<file path="config.mk">
export PLATFORM = sky130hd
export DESIGN_NAME = multicycle_control_fsm
export DESIGN_NICKNAME = d
export VERILOG_FILES = /design/src/rtl/multicycle_control_fsm.sv
export SDC_FILE = /design/constraint.sdc
export NUM_CORES = 1
export LEC_CHECK = 0
export CAP_MARGIN = 15
export CORE_MARGIN = 5
export CORE_UTILIZATION = 44
export DETAILED_ROUTE_END_ITERATION = 10
export GPL_TIMING_DRIVEN = 0
export PLACE_DENSITY = 0.85
export SLEW_MARGIN = 10
export SYNTH_ARGS = -nofsm -noshare
export SYNTH_HDL_FRONTEND = slang
export SYNTH_SLANG_ARGS = --single-unit
export TNS_END_PERCENT = 5
</file>
<file path="constraint.sdc">
create_clock -name CLK -period 2.7 [get_ports CLK]
set_input_delay 0.54 -clock CLK [delete_from_list [all_inputs] [get_ports CLK]]
set_output_delay 0.54 -clock CLK [all_outputs]
set_load 0.02 [all_outputs]
</file>
<file path="src/rtl/multicycle_control_fsm.sv">
// Multicycle RV32I control unit: a 4-bit state register steps each instruction
// through fetch/decode/execute/memory/writeback. All outputs are combinational.
module multicycle_control_fsm #(
  parameter int unsigned ALUCTRL_W   = 4,
  parameter bit          MEM_WAIT_EN = 1'b1
) (
  input  logic                 CLK,
  input  logic                 RST,
  input  logic [6:0]           OP6_0,
  input  logic [2:0]           funct3_2_0,
  input  logic                 funct7_5,
  input  logic                 Zero,
  input  logic                 Negative,
  input  logic                 Overflow,
  input  logic                 Carry,
  input  logic                 MemReady,
  output logic                 PCWrite,
  output logic                 IRWrite,
  output logic                 RegWrite,
  output logic                 MemWrite,
  output logic                 AdrSrc,
  output logic [1:0]           ResultSrc1_0,
  output logic [1:0]           ALUSrcA1_0,
  output logic [1:0]           ALUSrcB1_0,
  output logic [2:0]           ImmSrc2_0,
  output logic [ALUCTRL_W-1:0] ALUControl,
  output logic                 InstrDone,
  output logic                 IllegalInstr,
  output logic [3:0]           State
);

  typedef enum logic [3:0] {
    S_FETCH    = 4'd0,
    S_DECODE   = 4'd1,
    S_MEMADR   = 4'd2,
    S_MEMREAD  = 4'd3,
    S_MEMWB    = 4'd4,
    S_MEMWRITE = 4'd5,
    S_EXECR    = 4'd6,
    S_EXECI    = 4'd7,
    S_ALUWB    = 4'd8,
    S_BRANCH   = 4'd9,
    S_JUMP     = 4'd10,
    S_JALR     = 4'd11,
    S_LUI      = 4'd12
  } state_t;

  localparam logic [6:0] OP_LOAD   = 7'b0000011;
  localparam logic [6:0] OP_STORE  = 7'b0100011;
  localparam logic [6:0] OP_RTYPE  = 7'b0110011;
  localparam logic [6:0] OP_ITYPE  = 7'b0010011;
  localparam logic [6:0] OP_BRANCH = 7'b1100011;
  localparam logic [6:0] OP_JAL    = 7'b1101111;
  localparam logic [6:0] OP_JALR   = 7'b1100111;
  localparam logic [6:0] OP_LUI    = 7'b0110111;

  localparam logic [2:0] IMM_I = 3'b000;
  localparam logic [2:0] IMM_S = 3'b001;
  localparam logic [2:0] IMM_B = 3'b010;
  localparam logic [2:0] IMM_J = 3'b011;
  localparam logic [2:0] IMM_U = 3'b100;

  localparam logic [3:0] ALU_ADD  = 4'd0;
  localparam logic [3:0] ALU_SUB  = 4'd1;
  localparam logic [3:0] ALU_AND  = 4'd2;
  localparam logic [3:0] ALU_OR   = 4'd3;
  localparam logic [3:0] ALU_XOR  = 4'd4;
  localparam logic [3:0] ALU_SLT  = 4'd5;
  localparam logic [3:0] ALU_SLL  = 4'd6;
  localparam logic [3:0] ALU_SRL  = 4'd7;
  localparam logic [3:0] ALU_SRA  = 4'd8;
  localparam logic [3:0] ALU_SLTU = 4'd9;

  state_t     state;
  state_t     next_state;
  logic       mem_ready;
  logic [3:0] alu_ctl;

  assign mem_ready  = MEM_WAIT_EN ? MemReady : 1'b1;
  assign State      = state;
  assign ALUControl = ALUCTRL_W'(alu_ctl);

  function automatic logic [3:0] alu_decode(input logic [2:0] f3, input logic f7,
                                            input logic op5);
    logic [3:0] r;
    r = ALU_ADD;
    case (f3)
      3'b000:  r = (op5 & f7) ? ALU_SUB : ALU_ADD;
      3'b001:  r = ALU_SLL;
      3'b010:  r = ALU_SLT;
      3'b011:  r = ALU_SLTU;
      3'b100:  r = ALU_XOR;
      3'b101:  r = f7 ? ALU_SRA : ALU_SRL;
      3'b110:  r = ALU_OR;
      default: r = ALU_AND;
    endcase
    return r;
  endfunction

  function automatic logic branch_taken(input logic [2:0] f3, input logic z,
                                        input logic n, input logic v, input logic c);
    logic t;
    t = 1'b0;
    case (f3)
      3'b000:  t = z;
      3'b001:  t = ~z;
      3'b100:  t = n ^ v;
      3'b101:  t = ~(n ^ v);
      3'b110:  t = ~c;
      3'b111:  t = c;
      default: t = 1'b0;
    endcase
    return t;
  endfunction

  always_ff @(posedge CLK) begin
    if (RST) state <= S_FETCH;
    else     state <= next_state;
  end

  always_comb begin
    next_state   = S_FETCH;
    PCWrite      = 1'b0;
    IRWrite      = 1'b0;
    RegWrite     = 1'b0;
    MemWrite     = 1'b0;
    AdrSrc       = 1'b0;
    ResultSrc1_0 = 2'b00;
    ALUSrcA1_0   = 2'b00;
    ALUSrcB1_0   = 2'b00;
    ImmSrc2_0    = IMM_I;
    alu_ctl      = ALU_ADD;
    InstrDone    = 1'b0;
    IllegalInstr = 1'b0;

    case (state)
      S_FETCH: begin
        ALUSrcB1_0   = 2'b10;
        ResultSrc1_0 = 2'b10;
        IRWrite      = mem_ready;
        PCWrite      = mem_ready;
        next_state   = mem_ready ? S_DECODE : S_FETCH;
      end
      S_DECODE: begin
        ALUSrcA1_0 = 2'b01;
        ALUSrcB1_0 = 2'b01;
        ImmSrc2_0  = (OP6_0 == OP_JAL) ? IMM_J : IMM_B;
        case (OP6_0)
          OP_LOAD, OP_STORE: next_state = S_MEMADR;
          OP_RTYPE:          next_state = S_EXECR;
          OP_ITYPE:          next_state = S_EXECI;
          OP_JAL:            next_state = S_JUMP;
          OP_JALR:           next_state = S_JALR;
          OP_LUI:            next_state = S_LUI;
          // funct3 010/011 are not branch encodings in RV32I
          OP_BRANCH: begin
            if (funct3_2_0[2:1] == 2'b01) IllegalInstr = 1'b1;
            else                          next_state   = S_BRANCH;
          end
          default:           IllegalInstr = 1'b1;
        endcase
      end
      S_MEMADR: begin
        ALUSrcA1_0 = 2'b10;
        ALUSrcB1_0 = 2'b01;
        ImmSrc2_0  = OP6_0[5] ? IMM_S : IMM_I;
        next_state = OP6_0[5] ? S_MEMWRITE : S_MEMREAD;
      end
      S_MEMREAD: begin
        AdrSrc     = 1'b1;
        next_state = mem_ready ? S_MEMWB : S_MEMREAD;
      end
      S_MEMWB: begin
        ResultSrc1_0 = 2'b01;
        RegWrite     = 1'b1;
        InstrDone    = 1'b1;
      end
      S_MEMWRITE: begin
        AdrSrc     = 1'b1;
        MemWrite   = 1'b1;
        InstrDone  = mem_ready;
        next_state = mem_ready ? S_FETCH : S_MEMWRITE;
      end
      S_EXECR: begin
        ALUSrcA1_0 = 2'b10;
        alu_ctl    = alu_decode(funct3_2_0, funct7_5, OP6_0[5]);
        next_state = S_ALUWB;
      end
      S_EXECI: begin
        ALUSrcA1_0 = 2'b10;
        ALUSrcB1_0 = 2'b01;
        alu_ctl    = alu_decode(funct3_2_0, funct7_5, OP6_0[5]);
        next_state = S_ALUWB;
      end
      S_ALUWB: begin
        RegWrite  = 1'b1;
        InstrDone = 1'b1;
      end
      S_BRANCH: begin
        ALUSrcA1_0 = 2'b10;
        alu_ctl    = ALU_SUB;
        PCWrite    = branch_taken(funct3_2_0, Zero, Negative, Overflow, Carry);
        InstrDone  = 1'b1;
      end
      S_JUMP: begin
        // PC takes the target held in ALUOut while ALU forms OldPC+4 for rd
        ALUSrcA1_0 = 2'b01;
        ALUSrcB1_0 = 2'b10;
        PCWrite    = 1'b1;
        next_state = S_ALUWB;
      end
      S_JALR: begin
        ALUSrcA1_0 = 2'b10;
        ALUSrcB1_0 = 2'b01;
        next_state = S_JUMP;
      end
      S_LUI: begin
        ALUSrcA1_0 = 2'b11;
        ALUSrcB1_0 = 2'b01;
        ImmSrc2_0  = IMM_U;
        next_state = S_ALUWB;
      end
      default: begin
        ALUSrcB1_0   = 2'b10;
        ResultSrc1_0 = 2'b10;
      end
    endcase

    if (RST) begin
      PCWrite      = 1'b0;
      IRWrite      = 1'b0;
      RegWrite     = 1'b0;
      MemWrite     = 1'b0;
      AdrSrc       = 1'b0;
      ResultSrc1_0 = 2'b00;
      ALUSrcA1_0   = 2'b00;
      ALUSrcB1_0   = 2'b00;
      ImmSrc2_0    = IMM_I;
      alu_ctl      = ALU_ADD;
      InstrDone    = 1'b0;
      IllegalInstr = 1'b0;
    end
  end

endmodule

</file>
; After elaboration in Yosys (flattened, before gate mapping)
; Cells that the tools add are included.
[word_totals]
regBits = 4
wordCells = 87
output_inout_bits = 24
in_bits = 18
[op_classes]
n_eq_ne = 28
mux = 39
reduce_logical = 14
n_bitwise = 5
[op_table]
columns = operator, count
row1 = 4-bit one-hot mux with 7 select lines, 3
row2 = "7-bit by 6-bit == test with 1-bit output, second input constant", 3
row3 = "7-bit == test, second input constant", 3
row4 = "4-bit == test, second input constant", 5
row5 = 1-bit 2-to-1 mux, 17
row6 = "4-bit by 3-bit == test with 1-bit output, second input constant", 4
row7 = "3-bit == test, second input constant", 4
row8 = 3-bit 2-to-1 mux, 4
row9 = 4-bit 2-to-1 mux, 3
row10 = 11-bit OR reduction, 1
row11 = 2-bit OR reduction, 5
row12 = 5-bit OR reduction, 2
row13 = 3-bit one-hot mux with 3 select lines, 1
row14 = "4-bit by 2-bit == test with 1-bit output, second input constant", 2
row15 = 2-bit one-hot mux with 2 select lines, 2
row16 = 4-bit one-hot mux with 2 select lines, 1
row17 = "7-bit by 2-bit == test with 1-bit output, second input constant", 1
row18 = "7-bit by 5-bit == test with 1-bit output, second input constant", 1
row19 = 7-bit OR reduction, 1
row20 = "3-bit by 2-bit == test with 1-bit output, second input constant", 2
row21 = 2-bit 2-to-1 mux, 3
row22 = 1-bit one-hot mux with 6 select lines, 1
row23 = 2-bit one-hot mux with 3 select lines, 1
row24 = 6-bit OR reduction, 1
row25 = other kinds (12), 15

; Longest topological paths before layout
[logic_depth]
ltp_word = 5
ltp_mapped = 6
ltp_nobuf = 5

; Least setup slack after synthesis
; No wires, ideal clock.
[synth_path]
path_type = input to output
start = input funct3_2_0[2]
end = output IllegalInstr
t_arrival_ps = 1890
path_buffers = 1
cell_stages = 5
required_ps = 2160
setup_slack_ps = 270
path_cell_list = buf_2 -> nand2b_4 -> o2111a_1 -> and3_1 -> nor4_1
[synth_via]
elab_chain_cells = 5
[synth_lines]
columns = item, line
row1 = "start, declared", 10  ; input logic [2:0] funct3_2_0,
row2 = 2-bit by 1-bit == test with 1-bit output, 157  ; if (funct3_2_0[2:1] == 2'b01) IllegalInstr = 1'b1;
row3 = 1-bit 2-to-1 mux, 157
row4 = 1-bit one-hot mux with 2 select lines, 148  ; case (OP6_0)
row5 = 1-bit 2-to-1 mux, 136  ; case (state)
row6 = 1-bit 2-to-1 mux, 229  ; if (RST) begin
row7 = "end, declared", 28  ; output logic IllegalInstr,
; No other way between the ends.

; Worst setup path after layout
[layout_path]
start = input OP6_0[6]
end = output IllegalInstr
[layout_via]
elab_chain_cells = 5
elab_cells_between_ends = 12
cone_classes = eq/ne: 8 / mux: 3 / reduce/logical: 1
[layout_lines]
columns = item, line
row1 = "start, declared", 9  ; input logic [6:0] OP6_0,
row2 = "7-bit == test, or another cell as far along", 148
row3 = 7-bit OR reduction (no line), -
row4 = 1-bit one-hot mux with 2 select lines (*), 148
row5 = 1-bit 2-to-1 mux (*), 136
row6 = 1-bit 2-to-1 mux (*), 229
; Every way passes the cells marked *; elsewhere a longest branch is shown, timed or not.

==> key figures <==
Setup path
  • R2r endpoint: State[0]
  • Worst R2R Setup Slack: 1.17 ns
  • Critical path type: input pin to primary output
  • CP cell instances: clkdlybuf4s50_1, nand2b_1, o21ai_0, and3_1, nor4_1, dlygate4sd2_1
  • Crit path required time: 2.16 ns
  • Reg2Reg Launch Point: State[0]
  • Worst Setup End Kind: primary output
  • Crit path DAT: 2.18 ns
  • CP max stage cell: clkdlybuf4s50_1
  • CP max stage delay: 0.60 ns
  • Worst setup SP type: input pin
  • R2R depth: 6
  • Max Fanout on Critical Path: 7

Floorplanning
  • Die Y: 55.3 um
  • Total core area: 0.00196 mm2
  • Starting Density: 0.460
  • Die width: 55.3 um
  • Number of cell rows: 16
  • Die area: 0.00306 mm2
  • # IOs: 42

Routing
  • Initial DRC Count: 50
  • Drt first pass iters: 4
  • ANT nets after route: 0
  • DR vias: 1,223
  • DR WL/cell: 14.2 um
  • DRC: 0
  • Vias/cell: 5.74
  • Post-Route WL: 3020 um

Clock network
  • H-Tree Depth: 1
  • Clk buf depth: 2
  • Register clock-pin slew on the reported worst setup and hold paths: 0.04 ns
  • Clock sinks: 4
  • TritonCTS clock tree: done
  • Root Driver: clkbuf_4
  • Clock Latency Late Sink: 0.23 ns
  • Number of CTS-inserted buffers: 3

Global routing
  • Grt ovf: 0
  • First-pass GRT wire length: 5090 um
  • Number of global-route vias before repair: 1,191
  • GR Util All Layers: 0.190
  • Largest net degree at the start of global routing: 11
  • Initial antenna violation count: 0

Finish
  • Design Area, Final: 0.00132 mm2
  • Final Util: 0.670
  • Max reg flops: 4
  • FF+latch area: 81.3 um2
  • Fill cells: 184
  • Number of diodes: 0
  • Share of layout cells above drive strength 1: 0.134
  • Synth-to-layout area growth: 45.6%
  • Final #Nets: 206
  • Area of the multi-input gates: 731 um2

Yosys
  • Synth Instances: 148
  • Syn Nets: 166
  • EDFF count, synth: 0
  • Synth area leaders: nor2_1 11%, dfxtp_1 8.9%, a21oi_1 6.6%, buf_2 6.1%, nand2_1 5.8%
  • Post-synthesis sequential area ratio: 0.0886
  • Yosys top cell area share: 0.112
  • Flops & latches, synth: 4
  • Distinct cells, synth: 44
  • Synth Flop Type: dfxtp_1
  • Post-synth ARST share: 0
  • Mapped Avg Cell Area: 6.10 um2
  • Area leader, netlist: nor2_1
  • Mapped Area: 903 um2
  • Synth Warn #: 0

STA
  • Final count of pins violating max slew: 0
  • Max frequency: 367 MHz
  • Tcrit/Tclk final: 1.01
  • Final WS setup: -0.0236 ns
  • Final Hold Viols: 0
  • Min cycle time layout: 2.72 ns
  • Setup Viol. Count Final: 1
  • Unrepaired setup endpoints after global routing: true
  • Clk_skew: 0.0000428 ns
  • Max_slew headroom: 0.683
  • Worst-Margin Slew: 0.476 ns

Worst hold path
  • Hold Path Class: register to register
  • WHS Endpoint: State[0]
  • Worst Hold Launch: State[3]
  • Hold depth: 3

Status
  • Violated checks: negative setup slack
  • Status: complete, but fails checks

Place
  • Placed inst area: 0.00129 mm2
  • DP Wirelength: 2300 um
  • PortBufs: 35
  • RD Place Congestion: 0.864

Flow run
  • Max-Cap Viols: 0

Pwr
  • Lkg Pwr: 0.580 nW
  • Power density over the cells: 199 mW/mm2
  • Peak VDD IR: 0.000205 V
## layout by cell type (no fill, tap or decap), types with 3 or more instances in the layout
master / Yosys / routed
a21oi_1: 12 / 12
xnor2_1: 3 / 3
nor4_1: 3 / 3
dlymetal6s2s_1: 0 / 5
clkbuf_1: 3 / 3
nor2_1: 27 / 27
o21ai_0: 8 / 8
dlygate4sd2_1: 0 / 4
nor3_1: 6 / 6
nand2b_1: 4 / 4
nand2_1: 14 / 14
a31oi_1: 3 / 3
inv_1: 5 / 5
clkdlybuf4s50_1: 0 / 24
nand3b_1: 3 / 3
buf_2: 11 / 11
clkbuf_4: 0 / 3
nor2b_1: 4 / 4
dfxtp_1: 4 / 3
## Yosys cell counts (3+ instances only)
| master | number |
|---|---|
| buf_2 | 11 |
| a31oi_1 | 3 |
| a21oi_1 | 12 |
| o21ai_0 | 8 |
| nor2b_1 | 4 |
| xnor2_1 | 3 |
| nor4_1 | 3 |
| clkbuf_1 | 3 |
| nor3_1 | 6 |
| nand2b_1 | 4 |
| nor2_1 | 27 |
| nand2_1 | 14 |
| dfxtp_1 | 4 |
| nand3b_1 | 3 |
| inv_1 | 5 |
## worst max-delay path, delay by kind of cell
| kind | cells | cell delay (ns) |
|---|---|---|
| AND/OR/NAND/NOR | 3 | 0.57 |
| AO/OA/AOI/OAI | 1 | 0.09 |
| buffers and inverters | 2 | 0.97 |
## power breakdown
part	internal (mW)	leakage, nW	switching [mW]
clock	0.0496	0.0138	0.0223
combinational	0.0570	0.533	0.0718
sequential	0.0606	0.0330	0.000622
## worst max path at each step
| stage | start | cells after the start | end | slack, ns |
|---|---|---|---|---|
| after floorplan | funct3_2_0[2] | 5 | IllegalInstr | 0.27 |
| after global placement | funct3_2_0[1] | 8 | PCWrite | -0.44 |
| after detailed placement | funct3_2_0[1] | 8 | PCWrite | -0.50 |
| after CTS | OP6_0[3] | 6 | IllegalInstr | 0.004 |
| after global routing | OP6_0[6] | 6 | IllegalInstr | -0.1 |
| final | OP6_0[6] | 6 | IllegalInstr | -0.02 |
## metal layers
layer | up-vias | routed length, um | GRT usage
li1 | 601 | - | -
met1 | 558 | 1300 | 0.236
met2 | 60 | 1440 | 0.328
met3 | 4 | 258 | 0.0326
met4 | 0 | 22 | 0.0660
met5 | - | 0 | 0
## area by class of cell
| class | instances | area share |
|---|---|---|
| sequential | 4 | 0.0618 |
| clock buffer | 3 | 0.0171 |
| inverter | 7 | 0.0200 |
| buffer | 14 | 0.0552 |
| timing repair buffer | 35 | 0.265 |
| tap | 27 | 0.0257 |
| multi-input combinational | 123 | 0.556 |
## through the flow
step	power (mW)	std cells	setup slack (ns)	hold WS [ns]	TNS, ns
2_1_floorplan	0.140	148	0.270	0.747	0
3_3_place_gp	0.187	210	-0.439	0.767	-1.37
3_5_place_dp	0.190	210	-0.498	0.763	-1.48
4_1_cts	0.265	213	0.00361	0.702	0
5_1_grt	0.281	213	-0.0953	0.735	-0.155
6_report	0.262	213	-0.0236	0.713	-0.0236
## cells by family (layout without fill, tap and decap cells)
logic type | count (synthesis) | in the layout | synth area share
multiplexers | 1 | 1 | 0.0111
AND/OR/NAND/NOR | 76 | 76 | 0.428
XOR/XNOR | 4 | 4 | 0.0388
flip-flops | 4 | 4 | 0.0886
AO/OA/AOI/OAI | 42 | 42 | 0.331
buffers and inverters | 21 | 59 | 0.102
## what timing repair did
item / in CTS / in global routing
gates resized for setup: 12 / 9
hold buffers: 0 / 0
hold endpoints to repair: 0 / 0
endpoints found under the setup margin: 8 / 9
buffers inserted: 0 / 0
pin swaps: 0 / 0
(Power assumes the default switching activity.)
==> variant, RTL diff (config.mk and constraints unchanged) <==
Change the parameter `MEM_WAIT_EN` from 1'b1 to 1'b0.
--- a/src/rtl/multicycle_control_fsm.sv
+++ b/src/rtl/multicycle_control_fsm.sv
@@ -3,5 +3,5 @@
 module multicycle_control_fsm #(
   parameter int unsigned ALUCTRL_W   = 4,
-  parameter bit          MEM_WAIT_EN = 1'b1
+  parameter bit          MEM_WAIT_EN = 1'b0
 ) (
   input  logic                 CLK,
Function: changed (Yosys sat finds a counterexample within 4 cycles, from zero or initial values and one cycle with RST high).
==> variant against the unedited design <==
Synthesized cell count fell by 13%. Sequential cell count stayed put. Power is 17% higher. Area after synthesis fell by 11%. Worst setup slack better by 0.082 ns. Wire length shrank 10%. Non-clock buffer count grew 1. Via count is 8.6% lower. Combinational power grew 27%. Global-route usage up 1.6 points. Highest routed layer is now met3. Final area fell by 6.8%. Clock skew up 0.0028 ns.
==> variant: results (changes against the unedited design) <==
Among cell families on the critical path, the largest total delay comes from buffers and inverters. The total instance count after detailed placement is 192 (-8.6%). The commonest cells after synthesis are 18 x nor2_1, 11 x a21oi_1, 8 x nand2_1, 8 x nor3_1. The met3 track utilization from global routing was 3.704% (+0.44 points).

The relative slew slack is 72.13% (+3.8 points). The worst reg-to-reg path cell count came out at 4 (-2). In this run the top signal layer used is met3. The global-route usage over all layers came out at 20.59% (+1.6 points). The met2 track demand over resource in global routing came to 36.16% (+3.4 points). The register area share after synthesis came out at 10.02% (+1.2 points). The startpoint identified for the worst register-to-register timing path is State[2]$_SDFF_PP0_.

The first-pass iteration count of the detailed router came out at 4 (unchanged). The final RePlAce weighted congestion is 0.8548 (-1.0%). The ratio of routed vias to standard cells came out at 5.733 (-0.15%). The footprint of the flip-flops and latches came out at 80.08 sq um (-1.5%). The final hold slack was 0.6730 ns (-0.04002 ns). The most critical setup path has its startpoint at RST. The routed length on met1 is 1174 microns (-9.3%). The met1 usage is 25.97% (+2.4 points). For hold timing, the worst endpoint is State[2]$_SDFF_PP0_. The data-path buffer share of cell area in the final layout came out at 34.59% (+2.6 points). The flow ran to the end, and the final reports show no timing, DRC or antenna violations.

The routed wire length came out at 2706 microns (-10%). The number of port buffers is 38 (+8.6%). The worst-case clock skew is 0.002815 ns (+0.002773 ns). The sequential cell fraction of total power came out at 20.5% (-2.9 points). The total length of routed met2 wires is 1358 microns (-5.9%). The worst supply voltage drop on vdd came to 0.1564 mV (-24%). The total via count after detailed routing is 1118 (-8.6%). The final HPWL from detailed placement was 2111 microns (-8.1%). The synthesized net count was 147 (-11%). The violation count after the first detailed-routing iteration came out at 32 (-36%).

The mean cell area of the mapped netlist came out at 6.198 sq um (+1.5%). The wire length of the first global-routing pass is 4457 microns (-12%). Ranked by total cell area, the synthesized netlist is headed by dfxtp_1 10%, nor2_1 8.5%, a21oi_1 6.9%. The highest cell delay on the worst timing path came out at 0.56 ns (-0.04 ns). The count of filler cells inserted in the layout is 177 (-3.8%). The clock distribution area overhead in the final layout came out at 1.837% (+0.12 points).

The clock group power was 78.8 uW (+9.6%). The area of combinational cells with multiple inputs was 653.1 sq um (-11%). The wire length on met3 is 173 microns (-33%). The most critical setup path has its endpoint at ALUControl[1].

For this design, the slowest cell found on the critical path is clkdlybuf4s50_1. The number of logic inverters in the finished layout is 4 (-3). The multi-input combinational cell count is 109 (-11%).

The leakage power summed over all cells came out at 0.0005148 uW (-11%). The data arrival time of the critical path is 2.10 ns (-0.08 ns). Clock tree synthesis selected as its root buffer the cell clkbuf_4. In this run the most critical hold path is launched from State[1]$_SDFF_PP0_. The count of plain and timing-repair buffers came out at 50 (+2.0%). The number of global-route vias before repair is 1019 (-14%). The layout cell share with drive strength beyond 1 is 11.18% (-2.3 points). The reported net switching power is 119.5 uW (+26%). The number of library cell types mapped by synthesis is 45 (+2.3%).
[variant: cell count changes in the layout (fill, tap and decap cells not counted), moves of 3 or more]
cell	delta
dlygate4sd2_1	+7
clkbuf_1	+3
buf_2	-9
nand2_1	-6
dlymetal6s2s_1	-4
nand3_1	+3
nor2_1	-10
[variant: cell families after synthesis]
group                  share of synthesized area [%]
flip-flops                                     10.02
AO/OA/AOI/OAI                                  34.12
multiplexers                                   1.252
XOR/XNOR                                       4.383
AND/OR/NAND/NOR                                41.32
buffers and inverters                          8.919
[variant: metrics by stage]
step	setup slack, ns	total power, uW	cell area (sq um)
detailed placement	-0.3152	231.3	1211
global route	-0.03534	328.8	1226
CTS	-0.1142	304.7	1227
floorplan	0.3870	161.8	799.5
finish	0.05879	305.2	1226
global placement	-0.2661	228.1	1211
[variant: what timing repair did]
item,CTS,global route
gates resized for setup,21,9
setup endpoints to repair,14,10
setup buffers,0,0
gates cloned,0,0
